==> config.mk <==
export PLATFORM = sky130hd
export DESIGN_NAME = core_next_pc
export DESIGN_NICKNAME = d
export VERILOG_FILES = /design/src/rtl/core_next_pc.sv
export SDC_FILE = /design/constraint.sdc
export NUM_CORES = 2
export LEC_CHECK = 0
export BUFFER_PORTS_ARGS = -buffer_cell sky130_fd_sc_hd__buf_4
export CORE_MARGIN = 1.5
export CORE_UTILIZATION = 25
export CTS_CLUSTER_SIZE = 24
export DETAILED_ROUTE_END_ITERATION = 8
export PLACE_DENSITY = 0.45
export SLEW_MARGIN = 5
export SYNTH_ARGS = -nofsm -noshare
export SYNTH_HDL_FRONTEND = slang
export SYNTH_SLANG_ARGS = --single-unit
export TNS_END_PERCENT = 5
==> constraint.sdc <==
create_clock -name clock -period 64.3 [get_ports clock]
set_input_delay 0 -clock clock [delete_from_list [all_inputs] [get_ports clock]]
set_output_delay 0 -clock clock [all_outputs]
set_load 0.03 [all_outputs]
==> src/rtl/core_next_pc.sv <==
// core_next_pc: next-fetch-PC generator with a direct-mapped BTB.
//
// Looks up first_half_pc in a BTB (valid/tag/target/2-bit counter per
// entry) and picks the PC for the fetch stage:
// EX redirect, else predicted-taken target, else first_half_pc4.
// The prediction is also registered in lockstep with the fetch stage's
// output register so EX can check it and train the BTB later.
//
// Ports:
//   clock, reset        clock, asynchronous active-high reset
//   stall, flush        same controls as the fetch output register
//   first_half_pc(4)    PC in fetch half 1 and that PC + 4
//   redirect_valid/pc   EX redirect (highest priority)
//   upd_valid/pc/taken/target  BTB training from a resolved branch
//   next_fetch_pc       PC for fetch to load (combinational)
//   pred_taken/target   registered prediction for the fetch bundle

// One BTB entry: storage plus its update rule.
module core_next_pc_entry #(
    parameter int TAG_W = 58
) (
    input  logic             clock,
    input  logic             reset,
    input  logic             wr_en,
    input  logic             upd_hit,
    input  logic             upd_taken,
    input  logic [TAG_W-1:0] upd_tag,
    input  logic [63:0]      upd_target,
    output logic             valid,
    output logic [TAG_W-1:0] tag,
    output logic [63:0]      target,
    output logic [1:0]       ctr
);
    always_ff @(posedge clock or posedge reset) begin
        if (reset) begin
            valid  <= 1'b0;
            tag    <= '0;
            target <= '0;
            ctr    <= 2'b01;
        end else if (wr_en) begin
            if (upd_hit) begin
                if (upd_taken) begin
                    if (ctr != 2'b11) ctr <= ctr + 2'd1;
                    target <= upd_target;
                end else if (ctr != 2'b00) begin
                    ctr <= ctr - 2'd1;
                end
            end else if (upd_taken) begin
                // Miss on a taken branch: evict whatever aliases here.
                valid  <= 1'b1;
                tag    <= upd_tag;
                target <= upd_target;
                ctr    <= 2'b10;
            end
        end
    end
endmodule

module core_next_pc #(
    parameter  int BTB_ENTRIES = 16,
    localparam int IDX_W       = $clog2(BTB_ENTRIES)
) (
    input  logic        clock,
    input  logic        reset,
    input  logic        stall,
    input  logic        flush,
    input  logic [63:0] first_half_pc,
    input  logic [63:0] first_half_pc4,
    input  logic        redirect_valid,
    input  logic [63:0] redirect_pc,
    input  logic        upd_valid,
    input  logic [63:0] upd_pc,
    input  logic        upd_taken,
    input  logic [63:0] upd_target,
    output logic [63:0] next_fetch_pc,
    output logic        pred_taken,
    output logic [63:0] pred_target
);
    localparam int TAG_W = 62 - IDX_W;

    logic [BTB_ENTRIES-1:0]            ent_valid;
    logic [BTB_ENTRIES-1:0][TAG_W-1:0] ent_tag;
    logic [BTB_ENTRIES-1:0][63:0]      ent_target;
    logic [BTB_ENTRIES-1:0][1:0]       ent_ctr;

    logic [IDX_W-1:0] lk_idx, upd_idx;
    logic [TAG_W-1:0] lk_tag, upd_tag;
    logic             lk_hit, lk_taken, upd_hit;
    logic [63:0]      lk_target;

    // Byte offset within the word plays no part in indexing.
    logic unused_pc_lo;
    assign unused_pc_lo = ^{first_half_pc[1:0], upd_pc[1:0]};

    assign lk_idx  = first_half_pc[IDX_W+1:2];
    assign lk_tag  = first_half_pc[63:IDX_W+2];
    assign upd_idx = upd_pc[IDX_W+1:2];
    assign upd_tag = upd_pc[63:IDX_W+2];

    // Lookup reads the pre-update table; a same-cycle write shows next cycle.
    assign lk_hit    = ent_valid[lk_idx] && (ent_tag[lk_idx] == lk_tag);
    assign lk_taken  = lk_hit && ent_ctr[lk_idx][1];
    assign lk_target = ent_target[lk_idx];
    assign upd_hit   = ent_valid[upd_idx] && (ent_tag[upd_idx] == upd_tag);

    genvar i;
    generate
        for (i = 0; i < BTB_ENTRIES; i++) begin : g_ent
            core_next_pc_entry #(.TAG_W(TAG_W)) u_ent (
                .clock      (clock),
                .reset      (reset),
                .wr_en      (upd_valid && (upd_idx == IDX_W'(i))),
                .upd_hit    (upd_hit),
                .upd_taken  (upd_taken),
                .upd_tag    (upd_tag),
                .upd_target (upd_target),
                .valid      (ent_valid[i]),
                .tag        (ent_tag[i]),
                .target     (ent_target[i]),
                .ctr        (ent_ctr[i])
            );
        end
    endgenerate

    always_comb begin
        next_fetch_pc = first_half_pc4;
        if (redirect_valid)  next_fetch_pc = redirect_pc;
        else if (lk_taken)   next_fetch_pc = lk_target;
    end

    // Moves with the fetch output register; flush wins over stall.
    always_ff @(posedge clock or posedge reset) begin
        if (reset) begin
            pred_taken  <= 1'b0;
            pred_target <= '0;
        end else if (flush) begin
            pred_taken  <= 1'b0;
            pred_target <= '0;
        end else if (!stall) begin
            pred_taken  <= lk_taken;
            pred_target <= lk_taken ? lk_target : 64'd0;
        end
    end
endmodule

Yosys cells after proc, flatten, opt, wreduce, memory -nomap -nowiden
Cells that the tools add are included.
W data, S select, Z words.

word-level totals
  logic and storage cells = 336
  register bits = 2065
  output and inout port bits = 129

operators by class
  eq/ne operators = 50
  add/sub/neg operators = 32
  order comparisons = 2
  muxes and demuxes = 84
  bitwise logic cells = 1
  reduce and logical (&&, ||, !) cells = 101

operator list
  operator               number
  $bmux W58 S4           2
  $mux W64               6
  $bmux W64 S4           1
  $mux W2                66
  $eq A58 B58 Y1         2
  $mux W58               2
  $reduce_bool A2 Y1     33
  $reduce_and A4 Y1      16
  $reduce_and A3 Y1      16
  $ne A3 B2 Y1 const B   15
  $add A2 B1 Y2 const B  16
  $eq A4 B4 Y1 const B   8
  $ne A2 B2 Y1 const B   16
  $reduce_and A2 Y1      16
  $sub A2 B1 Y2 const B  16
  $logic_and A1 B1 Y1    19
  $eq A4 B3 Y1 const B   4
  $lt A4 B5 Y1 const B   2
  $bmux W1 S4            2
  $bmux W2 S4            1
  $eq A4 B2 Y1 const B   2
  $eq A4 B1 Y1 const B   1
  $logic_not A4 Y1       1
  $mux W1                4
  other kinds (3)        3

Depth between registers and ports, before layout
  depth in word-level cells = 8
  mapped depth = 20

Hierarchy
Synthesis repeated with hierarchy kept, for this count alone.

unflattened totals
  cell total of the unflattened synthesis = 6773
  area, all modules = 104217.5 µm²

by module, submodules not included
  module              instances  cells each  area each (µm²)
  core_next_pc_entry  16         275         4690.7
  core_next_pc        1          2373        29165.5

Worst setup path after synthesis
No wires, ideal clock.

  kind = input port to output port
  from = in first_half_pc[2]
  to = out next_fetch_pc[22]
  data required time = 64.300 ns
  setup slack = 60.174 ns
  cell stages on the path = 15
  buffers on the path = 6
  arrival time = 4.126 ns
  cells stage by stage = buf_2 -> buf_2 -> buf_2 -> buf_1 -> mux4_2 -> a221o_1 -> a2111oi_0 -> nand4_1 -> a2111oi_0 -> nand4_1 -> clkbuf_1 -> buf_2 -> nor2_1 -> a21oi_1 -> o21ai_0

on the way
  cells in the longest elaborated chain, start to end = 7

RTL lines
  what                            line  source
  from (decl)                     67    input logic [63:0] first_half_pc,
  $bmux W58 S4                    101   assign lk_hit = ent_valid[lk_idx] && (ent_tag[lk_idx] == lk_tag);
  $mux W58 (implied by the code)  101
  $eq A58 B58 Y1                  101
  $logic_and A1 B1 Y1             101
  $logic_and A1 B1 Y1             102   assign lk_taken = lk_hit && ent_ctr[lk_idx][1];
  $mux W64 *                      128   else if (lk_taken) next_fetch_pc = lk_target;
  $mux W64 *                      127   if (redirect_valid) next_fetch_pc = redirect_pc;
  to (decl)                       75    output logic [63:0] next_fetch_pc,

Mark *: on every way between the ends. The rest lies on a longest branch, timed or not. The select of a mux whose other input is x is not followed.

Worst setup path after layout
  from = in first_half_pc[2]
  to = out next_fetch_pc[33]

Same word-level chain as after synthesis.

==> results_dict.tcl <==
set metrics [dict create \
    fin_area_sq_um 124000 \
    ys.flop_type "dfrtp_1" \
    irDropWorstVdd_mv 0.0237 \
    ys_types 76 \
    seq_area_sq_um 51700 \
    clk_path_buf_depth 4 \
    cts_tree "yes" \
    layout-drive-gt1-share_pct 36.5 \
    grt_pass1_vias 77500 \
    worst_setup_path_start_kind "primary input" \
    synth.area.top_cells "dfrtp_1 (49%), mux2_2 (16%), mux4_2 (15%)" \
    placement.io_buffers 451 \
    worstHoldPathCells 4 \
    first_pass_iters 6 \
    reg2reg_to "g_ent[13].u_ent.tag[48]" \
    fillers 42300 \
    netlist_instances 8498 \
    synth_edf_count 0 \
    ant_nets 0 \
    cts_inserted_buffers 238 \
    synth_area_sq_um 105000 \
    timing.final.crit_share_pct 12.3 \
    wl_per_cell_um 28.2 \
    crit_type "in2out" \
    areaGrowthSynthToFinish_pct 18.1 \
    grt_use_total_pct 18.9 \
    grt_overflow_total 0 \
    start_util_pct 25.1 \
    rr_worst_depth 12 \
    place_hpwl_um 254000 \
    io_pins 456 \
    clock-sinks 2065 \
    synth_top_area_share_pct 48.8 \
    clock-root-buffer "clkbuf_16" \
    dieArea_sq_um 424000 \
    max_cap_violations 0 \
    power_mw 3.94 \
    nets 9130 \
    whs_endpoint "g_ent[0].u_ent.target[57]" \
    cellPowerDensity_nw_per_um2 31.7 \
    via_count 73800 \
    antenna_found_initial 61 \
    status "complete, no violations" \
    r2r_slack_ns 57.52 \
    grt_max_degree 192 \
    core_sq_um 418000 \
    postPlaceCellArea_sq_um 113000 \
    synth_largest_area_cell "dfrtp_1" \
    async_flop_share_pct 100 \
    tightestPinTransition_ns 1.20 \
    setup.worst_path.end_class "output port" \
    yosysSeqAreaShare_pct 49.2 \
    cts.htree.levels 4 \
    synth_warnings 0 \
    clock_skew_ns 0.0792 \
    rsz0062_at_grt "no" \
    fp-row-count 237 \
    crit_arrival_ns 7.90 \
    slew_headroom_pct 19.7 \
    leakagePower_nw 54.7 \
    vias_per_cell 5.08 \
    clk_latency_ns 0.96 \
    hold_class "in2reg" \
    max_freq_ghz 0.127 \
    slew_violations 0 \
    syn_area_per_cell_sq_um 12.4 \
    grt_pass1_wl_um 587000 \
    min-delay-start "upd_target[57]" \
    drcViolationCount 0 \
    drt_iter0_drc 5790 \
    syn_nets 8825 \
    ys_ff_latch 2065 \
    die_x_um 651 \
    multi_input_area_sq_um 50000 \
    die_h_um 651 \
    crit_fanout 80 \
    fin_tns_setup_ns 0 \
    fin_crit_ns 7.90 \
    clk_pin_slew_worst_paths_ns 0.06 \
    setup_violations 0 \
    post_cts_resized 0 \
    hold_viol_final 0 \
    drt-total-wl_um 409000 \
    worst_ep_required_time_ns 64.30 \
    place.gp.congestion 0.963 \
    rr_startpoint "g_ent[0].u_ent.tag[19]" \
]
## placed cells by master, fill, tap and decap left out, types with 13 or more instances in the layout
master         Yosys  final
mux4_2           693    693
nand3_1           26     19
mux2i_1          193    193
a31oi_1           27     27
nor3_1            97     97
mux2_2          1504   1504
nand2_4            0     14
nand2b_1          25     25
dfrtp_1         2049   2049
nor2_1           235    217
a21oi_1          298    298
nand2_1         1865   1862
nor2_4             0     16
diode_2            0     16
o32a_1            18     18
bufinv_16          0     23
nor2b_1           25     24
clkinv_2           0     38
mux2_4            18     18
xnor2_1           75     75
dfstp_2           16     16
xor2_1            29     29
o211ai_1          14     14
o21a_1            21     21
a221oi_1          16     16
clkbuf_1         432     45
buf_4             46    601
o21ai_0          114    114
inv_1             57     56
a22oi_1           55     55
o22ai_1           44     44
dlygate4sd3_1      0    221
and2_1            15     13
clkbuf_8           0     70
clkbuf_16          0    242
## layout make-up
| type | instances | area share, % |
|---|---|---|
| Sequential cell | 2065 | 41.7 |
| Multi-Input combinational cell | 5604 | 40.3 |
| Clock buffer | 356 | 5.79 |
| Timing Repair Buffer | 832 | 5.56 |
| Tap cell | 5497 | 5.55 |
| Clock inverter | 78 | 0.866 |
| Inverter | 62 | 0.200 |
| Antenna cell | 16 | 0.0323 |
## stage by stage
stage | cells | util [%] | hold slack (ns) | worst slack (ns)
final | 14500 | 29.7 | 0.0165 | 56.40
after global routing | 14500 | 29.7 | 0.0154 | 56.05
after CTS | 14500 | 29.7 | 0.000480 | 56.32
after detailed placement | 13800 | 27.2 | 0.322 | 55.67
after global placement | 13800 | 27.2 | 0.318 | 55.63
after floorplan | 8498 | - | 0.148 | 5.99
## flip-flops by register name, summed over array words and instances, names as in the netlist
register and flops:
g_ent.u_ent.target 1024, g_ent.u_ent.ctr 32, pred_taken 1, g_ent.u_ent.valid 16, pred_target 64, g_ent.u_ent.tag 928
## kinds of logic (layout without fill, tap and decap cells)
kind of cell	Yosys count	count (layout)	share of synthesized area, %
flip-flops	2065	2065	49.2
XOR/XNOR	104	104	0.868
multiplexers	2414	2414	33.2
AND/OR/NAND/NOR	2362	2362	8.94
buffers and inverters	829	1328	3.46
AO/OA/AOI/OAI	724	724	4.33
other	0	16	0
## worst max-delay path, stage by stage
cell and delay, ns:
buf_8 0.40, buf_4 0.58, buf_4 0.71, buf_4 0.83, mux4_2 0.61, mux2i_1 0.25, xor2_1 0.81, and3_1 0.28
a22oi_1 0.10, a2111oi_0 0.52, nand4_1 0.15, buf_4 0.28, buf_4 0.49, buf_4 0.50, nor2_1 0.25, a21oi_1 0.06
o21ai_0 0.47, buf_4 0.26
## routing by layer
metal	vias to the layer above	GRT usage [%]	part of all wire, %
met5	-	0	0.039
met2	2432	30.8	47
met4	26	5.90	3.5
met1	39600	25.4	43
li1	31000	-	-
met3	643	3.39	6.1
## report_power, final
part	internal, mW	switching [mW]
registers	1.54	0.153
clock network	0.859	0.587
logic	0.400	0.395
total	2.80	1.13
## worst max path at each step
stage                                 from                     end  slack [ns]  cells after the start
after floorplan                      reset   g_ent[0].u_ent.ctr[1]        5.99                      1
after global placement           upd_pc[2]  g_ent[0].u_ent.tag[22]       55.63                     17
after global routing      first_half_pc[2]       next_fetch_pc[33]       56.05                     17
after detailed placement         upd_pc[2]  g_ent[0].u_ent.tag[19]       55.67                     17
final                     first_half_pc[2]       next_fetch_pc[33]       56.40                     18
after CTS                 first_half_pc[2]       next_fetch_pc[33]       56.32                     17
## cells in the mapped netlist (18+ instances only)
library cell	number
mux4_2	693
o32a_1	18
nor3_1	97
mux2i_1	193
o22ai_1	44
inv_1	57
mux2_2	1504
buf_4	46
dfrtp_1	2049
clkbuf_1	432
nor2b_1	25
nand2_1	1865
nand2b_1	25
buf_1	98
a21oi_1	298
buf_6	18
a22oi_1	55
nor2_1	235
mux2_4	18
a31oi_1	27
xnor2_1	75
nand3_1	26
o21a_1	21
o21ai_0	114
buf_2	173
xor2_1	29
## repair_timing
action | 4_1_cts | 5_1_grt
hold buffers | 221 | 0
endpoints found under the hold margin | 2180 | 0
setup buffers | 0 | 0
(Power assumes the default switching activity.)
